File: src/rtl/mux_scan_pkg.sv
// Shared types and default constants for the mux scan controller.
package mux_scan_pkg;

    // Controller states: waiting for a request, stepping through channels, offering a frame.
    typedef enum logic [1:0] {
        StIdle   = 2'd0,
        StSettle = 2'd1,
        StHold   = 2'd2
    } state_e;

    localparam int unsigned NUM_CH_D = 4;
    localparam int unsigned SEL_W_D  = 2;
    localparam int unsigned DWELL_D  = 2;

endpackage

File: src/rtl/mux_scan_dwell_cnt.sv
// Dwell counter: counts cycles while enabled and pulses tc on the DWELL-1 count,
// wrapping back to zero on that same edge. clr forces the count to zero.
module mux_scan_dwell_cnt #(
    parameter int unsigned CNT_W = 8,
    parameter int unsigned DWELL = 2
) (
    input  logic clk,
    input  logic rst_n,
    input  logic en,
    input  logic clr,
    output logic tc
);

    localparam logic [CNT_W-1:0] TcVal = CNT_W'(DWELL - 1);

    logic [CNT_W-1:0] dwell_cnt;

    // Terminal pulse is decoded from the registered count, so it lines up with the sample edge.
    always_comb begin
        tc = en && (dwell_cnt == TcVal);
    end

    // Count while enabled, wrap at the terminal value, hold at zero when cleared.
    always_ff @(posedge clk or negedge rst_n) begin
        if (!rst_n) begin
            dwell_cnt <= '0;
        end else if (clr) begin
            dwell_cnt <= '0;
        end else if (en) begin
            if (tc) begin
                dwell_cnt <= '0;
            end else begin
                dwell_cnt <= dwell_cnt + 1'b1;
            end
        end
    end

endmodule

File: src/rtl/mux_scan_ctrl.sv
// Mux scan controller: steps the 4:1 mux select through channels 0..NUM_CH-1, holds each
// select for DWELL cycles, samples mux_out at the end of each dwell and offers the packed
// frame on a valid/ready handshake. Optional frame parity output under MUX_SCAN_PARITY_EN.
module mux_scan_ctrl
    import mux_scan_pkg::*;
#(
    parameter int unsigned NUM_CH = NUM_CH_D,
    parameter int unsigned SEL_W  = SEL_W_D,
    parameter int unsigned DWELL  = DWELL_D,
    parameter int unsigned CNT_W  = 8
) (
    input  logic              clk,
    input  logic              rst_n,
    input  logic              start,
    input  logic              cont,
    input  logic              mux_out,
    output logic [SEL_W-1:0]  sel,
    output logic [NUM_CH-1:0] frame,
    output logic              frame_valid,
    input  logic              frame_ready,
`ifdef MUX_SCAN_PARITY_EN
    output logic              frame_par,
`endif
    output logic              busy
);

    localparam logic [SEL_W-1:0] LastCh = SEL_W'(NUM_CH - 1);

    state_e             state;
    logic [SEL_W-1:0]   ch;
    logic [NUM_CH-1:0]  shadow;
    logic [NUM_CH-1:0]  samp_vec;
    logic               dwell_tc;

    // Counter only runs while settling; it sits at zero in every other state.
    mux_scan_dwell_cnt #(
        .CNT_W (CNT_W),
        .DWELL (DWELL)
    ) u_dwell_cnt (
        .clk   (clk),
        .rst_n (rst_n),
        .en    (state == StSettle),
        .clr   (state != StSettle),
        .tc    (dwell_tc)
    );

    // Shadow with the current channel's bit replaced by the live mux output.
    always_comb begin
        samp_vec = shadow;
        for (int i = 0; i < NUM_CH; i++) begin
            if (ch == SEL_W'(i)) begin
                samp_vec[i] = mux_out;
            end
        end
    end

    // Scan FSM with all outputs registered alongside the state.
    always_ff @(posedge clk or negedge rst_n) begin
        if (!rst_n) begin
            state       <= StIdle;
            ch          <= '0;
            sel         <= '0;
            shadow      <= '0;
            frame       <= '0;
            frame_valid <= 1'b0;
            busy        <= 1'b0;
`ifdef MUX_SCAN_PARITY_EN
            frame_par   <= 1'b0;
`endif
        end else begin
            unique case (state)
                StIdle: begin
                    if (start) begin
                        state <= StSettle;
                        ch    <= '0;
                        sel   <= '0;
                        busy  <= 1'b1;
                    end
                end
                StSettle: begin
                    if (dwell_tc) begin
                        shadow <= samp_vec;
                        if (ch == LastCh) begin
                            // Last channel: publish the complete frame, select stays on it.
                            frame       <= samp_vec;
                            frame_valid <= 1'b1;
`ifdef MUX_SCAN_PARITY_EN
                            frame_par   <= ^samp_vec;
`endif
                            state       <= StHold;
                        end else begin
                            ch  <= ch + 1'b1;
                            sel <= ch + 1'b1;
                        end
                    end
                end
                StHold: begin
                    // Handshake wins over start; cont decides whether to rescan at once.
                    if (frame_valid && frame_ready) begin
                        frame_valid <= 1'b0;
                        ch          <= '0;
                        sel         <= '0;
                        if (cont) begin
                            state <= StSettle;
                        end else begin
                            state <= StIdle;
                            busy  <= 1'b0;
                        end
                    end
                end
                default: begin
                    state       <= StIdle;
                    ch          <= '0;
                    sel         <= '0;
                    frame_valid <= 1'b0;
                    busy        <= 1'b0;
                end
            endcase
        end
    end

endmodule
File: config.mk
export PLATFORM = sky130hd
export DESIGN_NAME = mux_scan_ctrl
export DESIGN_NICKNAME = d
export VERILOG_FILES = /design/src/rtl/mux_scan_pkg.sv /design/src/rtl/mux_scan_dwell_cnt.sv /design/src/rtl/mux_scan_ctrl.sv
export SDC_FILE = /design/constraint.sdc
export NUM_CORES = 1
export LEC_CHECK = 0
export CAP_MARGIN = 15
export CORE_UTILIZATION = 56
export DETAILED_ROUTE_END_ITERATION = 16
export PLACE_DENSITY = 0.85
export SYNTH_ARGS = -nofsm -noshare
export SYNTH_HDL_FRONTEND = slang
export SYNTH_SLANG_ARGS = --single-unit
export TNS_END_PERCENT = 30
File: constraint.sdc
create_clock -name clk -period 5.75 [get_ports clk]
set_input_delay 0.8625 -clock clk [delete_from_list [all_inputs] [get_ports clk]]
set_output_delay 0.8625 -clock clk [all_outputs]
set_load 0.05 [all_outputs]
; Word-level counts from Yosys, hierarchy flattened
; Cells that the tools add are included.
[totals]
in_bits = 6
out_inout_bits = 8
ff_bits = 22
elab_cells = 61
[classes]
muxes = 26
add_sub_neg = 2
eq_ne = 13
bitwise = 2
reduce_logical = 11
[ops]
columns = op, n
row1 = 2-to-1 mux 8 bit, 3
row2 = 2-to-1 mux 2 bit, 8
row3 = AND reduction 4 bit, 4
row4 = "!= test 2 bit, second input constant", 6
row5 = one-hot mux 2 bit (3 select lines), 2
row6 = 2-to-1 mux 1 bit, 11
row7 = "adder 8 x 1 -> 8 bit, second input constant", 1
row8 = "== test 8 x 1 -> 1 bit, second input constant", 1
row9 = "== test 2 bit, second input constant", 3
row10 = one-hot mux 1 bit (3 select lines), 2
row11 = "== test 2 x 1 -> 1 bit, second input constant", 2
row12 = zero test 2 bit, 2
row13 = AND reduction 3 bit, 1
row14 = "adder 2 x 1 -> 2 bit, second input constant", 1
row15 = logical AND 1 bit, 2
row16 = "!= test 2 x 1 -> 1 bit, second input constant", 1
row17 = NOT 1 bit, 2
row18 = AND reduction 2 bit, 1
row19 = nonzero test 2 bit, 1

; Depth between registers and ports, before layout
; Gate-level depths: netlist of the first run.
[logic_depth]
word_depth = 5
mapped_depth = 7
mapped_depth_nobuf = 6

; Cells and area by module
; From an unflattened synthesis of the first run, not the netlist that was laid out.
[hier_totals]
hier_cells = 117
area_unflattened_um2 = 1216.2
[modules_own_cells]
columns = mod, instances, seq_area_each_um2, area_each_um2, cells_each
row1 = mux_scan_ctrl, 1, 325.3, 747.0, 70
row2 = mux_scan_dwell_cnt, 1, 200.2, 469.2, 47

; Worst setup path after synthesis of the first run
; OpenSTA, ideal clock, no wires.
[synth_path]
path_kind = register to register
from = reg ch[0]
to = reg ch[0]
stages_incl_launch_ff = 5
t_required_ns = 5.628
period_less_slack_ns = 2.045
arrival_time_ns = 1.923
setup_slack_ns = 3.705
path_buffers = 0
setup_time_ns = 0.122
path_cell_list = dfrtp_1 -> ha_1 -> or4_1 -> a211o_1 -> a32o_1
[synth_between]
elab_chain_len = 4
elab_cells_between_ends = 7
classes_between = add/sub (1) / eq/ne (2) / mux (3) / reduce/logical (1)
[synth_lines]
columns = item, line
row1 = from (decl), mux_scan_ctrl.sv:30  ; logic [SEL_W-1:0] ch;
row2 = from (signal assigned), mux_scan_ctrl.sv:92  ; ch <= ch + 1'b1;
row3 = adder 2 x 1 -> 2 bit, mux_scan_ctrl.sv:92
row4 = 2-to-1 mux 2 bit, mux_scan_ctrl.sv:83  ; if (ch == LastCh) begin
row5 = 2-to-1 mux 2 bit, mux_scan_ctrl.sv:81  ; if (dwell_tc) begin
row6 = one-hot mux 2 bit (3 select lines), mux_scan_ctrl.sv:71  ; unique case (state)
; Parallel ways exist; a longest one is shown, timed or not. The select of a mux whose other input is x is not followed.
; A chain may end at the register's enable or synchronous reset.

==> metrics.log, run 1 <==
INFO  metric outcome = complete, no violations
INFO  metric post_cts_repair_resize_count = 0
INFO  metric pin_count = 14
INFO  metric finalHoldViolCount = 0
INFO  metric clock_power_share = 0.109
INFO  metric clkLatencyLatePin = 0.31 ns
INFO  metric finalPower = 673.9 µW
INFO  metric die_y = 45.01 µm
INFO  metric tns = 0 ns
INFO  metric p_leak = 0.5430 nW
INFO  metric syn_area = 1036 µm²
INFO  metric fp.dieArea = 2026 µm²
INFO  metric initialDrtViolationCount = 8
INFO  metric seq_area_frac_synth = 0.5072
INFO  metric ctsLongestPathBuffers = 2
INFO  metric critical_path_arrival = 1.58 ns
INFO  metric crit_buf_inv = 1
INFO  metric drc_errors = 0
INFO  metric cell_area_reported_after_detailed_placement = 1190 µm²
INFO  metric grt_pass1_wl = 2.794 mm
INFO  metric crit_fanout = 6
INFO  metric routed-via-count = 709
INFO  metric grt_setup_unrepaired = false
INFO  metric syn-mean-instance-area = 11.38 µm²
INFO  metric core_area = 1727 µm²
INFO  metric kind_of_end_point_of_the_critical_path = primary output
INFO  metric detailed_place_hpwl = 1.303 mm
INFO  metric row_count = 15
INFO  metric path_class = flop to primary output
INFO  metric syn2layout_area_growth = 17.75%
INFO  metric grt_antenna_before_repair = 0
INFO  metric tritoncts = yes
INFO  metric power.density = 552.4 nW/µm²
INFO  metric cts_hold_buf = 0
INFO  metric cts_sinks = 21
INFO  metric sw_ratio = 0.4429
INFO  metric first_global_vias = 670
INFO  metric numCtsBuffers = 3
INFO  metric final_cell_area = 1220 µm²
INFO  metric share_seq_of_total_power = 0.375
INFO  metric gp_congestion = 0.7327
INFO  metric routedWlPerCell = 13.34 µm
INFO  metric worst_ep_required_time = 4.89 ns
INFO  metric final_layout_size_suffix_gt1_frac = 0.1604
INFO  metric critical-path-slowest-cell = clkdlybuf4s50_1
INFO  metric synth_nets = 103
INFO  metric fin_worst_hold_slack = 0.5183 ns
INFO  metric clock_tree.root_cell = clkbuf_4
INFO  metric finalCritPeriodShare = 0.4251
INFO  metric max_slew_margin = 0.3990
INFO  metric grt_util_overall = 0.1961
INFO  metric mostFrequentLayoutCell = dfrtp_1
INFO  metric cts_h_tree_lvls = 1
INFO  metric p_int = 375.4 µW
INFO  metric vias_per_cell = 5.412
INFO  metric initial_utilization = 0.6000
INFO  metric min_path_type = flop to flop
INFO  metric number_of_antenna_violating_nets_in_the_routed_design = 0
INFO  metric switchingPower = 298.5 µW
INFO  metric pwr-share-comb = 0.516
INFO  metric worst_path_largest_cell_delay = 0.83 ns
INFO  metric period_minus_slack = 2.444 ns
INFO  metric synth_cell_types = 24
INFO  metric cts.clk_slew.worst_paths = 0.11 ns
INFO  metric global_route.overflow_total = 0
INFO  metric final-max-slew-violation-count = 0
INFO  metric cap_viol_max_count = 0
INFO  metric route.final.wire_length = 1.748 mm
INFO  metric fmax = 409.1 MHz
INFO  metric max-vdd-ir-drop = 0.3944 mV
INFO  metric setup-violations-final = 0
INFO  metric io_buffers = 13
INFO  metric synth_seq_cells = 21
INFO  metric cp-start-kind = flop
INFO  metric slack_of_the_worst_reg_to_reg_path = 3.64 ns
INFO  metric layout_common_cells = 21 x dfrtp_1, 13 x clkdlybuf4s50_1, 10 x mux2_2
INFO  metric timing_worst_slew_pin_value = 0.8987 ns
INFO  metric die_width = 45.01 µm
INFO  metric critical_path_cell_by_cell = clkdlybuf4s50_1
INFO  metric final_net_count = 119
INFO  metric syn_inst = 91
INFO  metric antenna-diode-count = 0
INFO  metric worst_path_dominant_cell_family = buffers and inverters
INFO  metric post-cts-setup-buffers = 0
INFO  metric grt_start_max_net_pins = 22
INFO  metric skew = 0.005908 ns
INFO  metric detailedRoute.firstPassIterationCount = 4
INFO  metric yosys_warnings = 0
INFO  metric final_core_utilization = 0.7065
==> routing by layer <==
| layer | track usage | part of all wire |
|---|---|---|
| met2 | 0.3246 | 0.48 |
| met5 | 0 | 0 |
| met3 | 0.03600 | 0.041 |
| met4 | 0.07273 | 0.015 |
| met1 | 0.2566 | 0.47 |
==> stage by stage <==
step,worst slack [ns],cells
detailed placement,3.648,127
global route,3.235,131
floorplan,3.705,91
CTS,3.291,131
finish,3.306,131
global placement,3.667,127
==> worst paths after layout <==
kind / from / endpoint / cells after the start
max reg2reg: u_dwell_cnt.dwell_cnt[5]$_DFF_PN0_ / ch[0]$_DFFE_PN0P_ / 4
min reg2reg: frame_valid$_DFFE_PN0P_ / frame_valid$_DFFE_PN0P_ / 2
min: frame_valid$_DFFE_PN0P_ / frame_valid$_DFFE_PN0P_ / 2
max in group asynchronous: rst_n / shadow[1]$_DFFE_PN0P_ / 1
min in group asynchronous: rst_n / busy$_DFFE_PN0P_ / 1
max: ch[0]$_DFFE_PN0P_ / sel[0] / 1
==> logic make-up (layout without fill, tap and decap cells) <==
logic type | count (synthesis) | after routing | synth area share
and+or+nand+nor | 31 | 31 | 0.1655
DFF | 21 | 21 | 0.5072
muxes | 10 | 10 | 0.1087
xor gates and xnor gates | 6 | 6 | 0.05072
adders and majority gates | 6 | 6 | 0.07246
AOI/OAI and AO/OA | 11 | 11 | 0.07367
buffers and inverters | 6 | 21 | 0.02174
==> cell type report <==
class / instances / area (µm²)
Clock buffer: 3 / 22.52
Inverter: 4 / 15.01
Multi-Input combinational cell: 64 / 488.0
Timing Repair Buffer: 13 / 130.1
Tap cell: 25 / 31.28
Fill cell: 126 / 506.7
Sequential cell: 21 / 525.5
Clock inverter: 1 / 7.507
==> flip-flops by register name, summed over array words and instances, names as in the netlist <==
signal / flops
frame_valid: 1
frame: 4
state: 2
ch: 2
u_dwell_cnt.dwell_cnt: 8
busy: 1
shadow: 3
==> power by group through the flow <==
stage / Sequential [mW] / Clock [mW] / Combinational (mW)
6_report: 0.253 / 0.0734 / 0.348
2_1_floorplan: 0.340 / 0 / 0.166
3_5_place_dp: 0.257 / 0 / 0.349
5_1_grt: 0.261 / 0.0809 / 0.377
4_1_cts: 0.254 / 0.0747 / 0.352
3_3_place_gp: 0.251 / 0 / 0.341
==> cell usage after synthesis <==
master | count | area [µm²]
nor3_1 | 1 | 5.000
nand2_1 | 2 | 7.510
or4_1 | 1 | 7.510
xor2_1 | 4 | 35.03
nand3_1 | 8 | 40.04
or4_4 | 1 | 11.26
a32o_1 | 2 | 20.02
nor3_2 | 1 | 10.01
xnor2_1 | 2 | 17.52
a22oi_1 | 1 | 7.510
and2_1 | 1 | 6.260
nand2b_1 | 3 | 18.77
inv_1 | 4 | 15.01
nor2_1 | 8 | 30.03
mux2_2 | 10 | 112.6
clkbuf_1 | 2 | 7.510
nand3_2 | 1 | 10.01
o21ai_0 | 5 | 25.02
a211oi_1 | 2 | 15.01
a211o_1 | 1 | 8.760
and3_1 | 2 | 12.51
dfrtp_1 | 21 | 525.5
ha_1 | 6 | 75.07
nor2b_1 | 2 | 12.51
Note: power is estimated with default switching activity, not from simulation.
==> inputs of run 2 (changes only) <==
- CORE_UTILIZATION: 56 -> 52
- PLACE_DENSITY: 0.85 -> 0.8
- clock period: 5.75 -> 2.3 ns (I/O delays scaled with it)
==> run 2 against run 1 <==
Die area increased by 7.4%; register-to-register slack lost 3.4 ns; final area rose by 1.0%; routed wire length rose by 7.4%; global-route usage is 0.54 points higher; worst setup slack worse by 3.1 ns.
==> metrics.log, run 2 (synthesized netlist as in run 1, its figures left out) <==
INFO  metric outcome = complete, no violations
INFO  metric pwr-share-comb = 0.519
INFO  metric skew = 0.01238 ns
INFO  metric cts_hold_buf = 0
INFO  metric tritoncts = yes
INFO  metric finalHoldViolCount = 0
INFO  metric largest_register_ff_count = 8
INFO  metric initial_utilization = 0.5750
INFO  metric use_met2 = 0.3556
INFO  metric detailedRoute.firstPassIterationCount = 2
INFO  metric fp.dieArea = 2175 µm²
INFO  metric r2r-end = ch[1]$_DFFE_PN0P_
INFO  metric timing.critical_path.from = u_dwell_cnt.dwell_cnt[5]$_DFF_PN0_
INFO  metric drc_errors = 0
INFO  metric first_global_vias = 737
INFO  metric critPathCapture = ch[1]$_DFFE_PN0P_
INFO  metric detailed_place_hpwl = 1.365 mm
INFO  metric critical_path_arrival = 2.29 ns
INFO  metric timing_worst_slew_pin_value = 0.6504 ns
INFO  metric tns = 0 ns
INFO  metric layout_top_registers = u_dwell_cnt.dwell_cnt x8, frame x4, shadow x3
INFO  metric fmax = 479.0 MHz
INFO  metric slack_of_the_worst_reg_to_reg_path = 0.21 ns
INFO  metric clock_tree.root_cell = clkbuf_4
INFO  metric route.final.wire_length = 1.877 mm
INFO  metric vias_per_cell = 5.391
INFO  metric max_slew_margin = 0.5655
INFO  metric row_count = 15
INFO  metric setup-violations-final = 0
INFO  metric layout_common_cells = 21 x dfrtp_1, 13 x clkdlybuf4s50_1, 10 x mux2_2
INFO  metric core_area = 1802 µm²
INFO  metric switchingPower = 757.5 µW
INFO  metric p_int = 948.3 µW
INFO  metric period_minus_slack = 2.088 ns
INFO  metric grt.busiest_layer = met2
INFO  metric seq_area = 525.5 µm²
INFO  metric pin_count = 14
INFO  metric final-max-slew-violation-count = 0
INFO  metric grt_antenna_before_repair = 0
INFO  metric dp_cells = 129
INFO  metric routedWlPerCell = 14.11 µm
INFO  metric io_buffers = 13
INFO  metric initialDrtViolationCount = 11
INFO  metric layoutNonFillerInstCount = 133
INFO  metric post_cts_repair_resize_count = 0
INFO  metric finalPower = 1.706 mW
INFO  metric final.fill_count = 129
INFO  metric final_layout_size_suffix_gt1_frac = 0.1759
INFO  metric ctsLongestPathBuffers = 2
INFO  metric power.density = 1384 nW/µm²
INFO  metric final_net_count = 121
INFO  metric worstReg2RegStart = u_dwell_cnt.dwell_cnt[5]$_DFF_PN0_
INFO  metric detailedPlace.worstSlack = 0.2304 ns
INFO  metric path_class = flop to flop
INFO  metric post-cts-setup-buffers = 0
INFO  metric sw_ratio = 0.4441
INFO  metric max-vdd-ir-drop = 0.9474 mV
INFO  metric syn2layout_area_growth = 18.96%
INFO  metric kind_of_end_point_of_the_critical_path = flop
INFO  metric cp-start-kind = flop
INFO  metric grt_start_max_net_pins = 22
INFO  metric numCtsBuffers = 3
INFO  metric global_route.overflow_total = 0
INFO  metric cell_area_reported_after_detailed_placement = 1205 µm²
INFO  metric registers.top_by_ff_count = u_dwell_cnt.dwell_cnt
INFO  metric gp_congestion = 0.8143
INFO  metric number_of_antenna_violating_nets_in_the_routed_design = 0
INFO  metric mostFrequentLayoutCell = dfrtp_1
INFO  metric cap_viol_max_count = 0
INFO  metric grt_util_overall = 0.2015
INFO  metric worst_ep_required_time = 2.51 ns
INFO  metric clkLatencyLatePin = 0.32 ns
INFO  metric p_leak = 0.5568 nW
INFO  metric die_width = 46.64 µm
INFO  metric grt_pass1_wl = 3.070 mm
INFO  metric global_route.usage.met1 = 0.2444
INFO  metric antenna-diode-count = 0
INFO  metric globalRouteMet3Util = 0.03529
INFO  metric min_path_type = input pin to asynchronous set/reset pin
INFO  metric area_occupied_by_multi_input_gates = 488.0 µm²
INFO  metric cts_h_tree_lvls = 1
INFO  metric die_y = 46.64 µm
INFO  metric cts.clk_slew.worst_paths = 0.13 ns
INFO  metric worst-r2r-cell-count = 4
INFO  metric finalCritPeriodShare = 0.9077
INFO  metric crit_fanout = 4
INFO  metric final_cell_area = 1232 µm²
INFO  metric routed-via-count = 717
INFO  metric grt_setup_unrepaired = false
INFO  metric clock_power_share = 0.110
INFO  metric share_seq_of_total_power = 0.372
INFO  metric setup_ws = 0.2122 ns
INFO  metric cts_sinks = 21
## run 2: routing by layer
metal  vias up  part of all wire
met3         4             0.023
li1        353                 -
met4         0             0.013
met1       349              0.48
met5         -                 0
met2        11              0.49
## run 2: layout make-up
| type | count | share of cell area |
|---|---|---|
| sequential | 21 | 0.4264 |
| timing repair buffer | 15 | 0.1178 |
| inverter | 4 | 0.01218 |
| clock buffer | 3 | 0.01827 |
| multi-input combinational | 64 | 0.3959 |
| tap | 25 | 0.02538 |
| clock inverter | 1 | 0.004061 |
## run 2: worst min path at each step
stage,start,endpoint,cells past startpoint
2_1_floorplan,rst_n,busy$_DFFE_PN0P_,0
3_3_place_gp,shadow[0]$_DFFE_PN0P_,shadow[0]$_DFFE_PN0P_,1
3_5_place_dp,frame[1]$_DFFE_PN0P_,frame[1]$_DFFE_PN0P_,1
4_1_cts,rst_n,u_dwell_cnt.dwell_cnt[6]$_DFF_PN0_,2
5_1_grt,rst_n,u_dwell_cnt.dwell_cnt[6]$_DFF_PN0_,2
6_report,rst_n,u_dwell_cnt.dwell_cnt[7]$_DFF_PN0_,2
## run 2: stage by stage
| step | hold slack, ns | util |
|---|---|---|
| 2_1_floorplan | 0.04941 | - |
| 3_3_place_gp | 0.4831 | 0.6688 |
| 3_5_place_dp | 0.4932 | 0.6688 |
| 4_1_cts | 0.3591 | 0.6840 |
| 5_1_grt | 0.3697 | 0.6840 |
| 6_report | 0.3513 | 0.6840 |
## run 2: critical path: stages, from the launching register on
cell and delay (ns):
dfrtp_1 0.44, or4_4 0.55, or4_1 0.47, a211o_1 0.32, a32o_1 0.21
## run 2: power by group through the flow
stage          sequential (mW)  clock [mW]  combinational [mW]
3_3_place_gp             0.632           0               0.863
5_1_grt                  0.652       0.201               0.958
6_report                 0.634       0.187               0.885
3_5_place_dp             0.642           0               0.887
4_1_cts                  0.635       0.188               0.890
2_1_floorplan            0.851           0               0.415
==> inputs of run 3 (changes only) <==
- HOLD_SLACK_MARGIN: unset -> 0.06
==> results of run 3 <==
The final DEF is identical to that of run 2; final timing and power are the same.
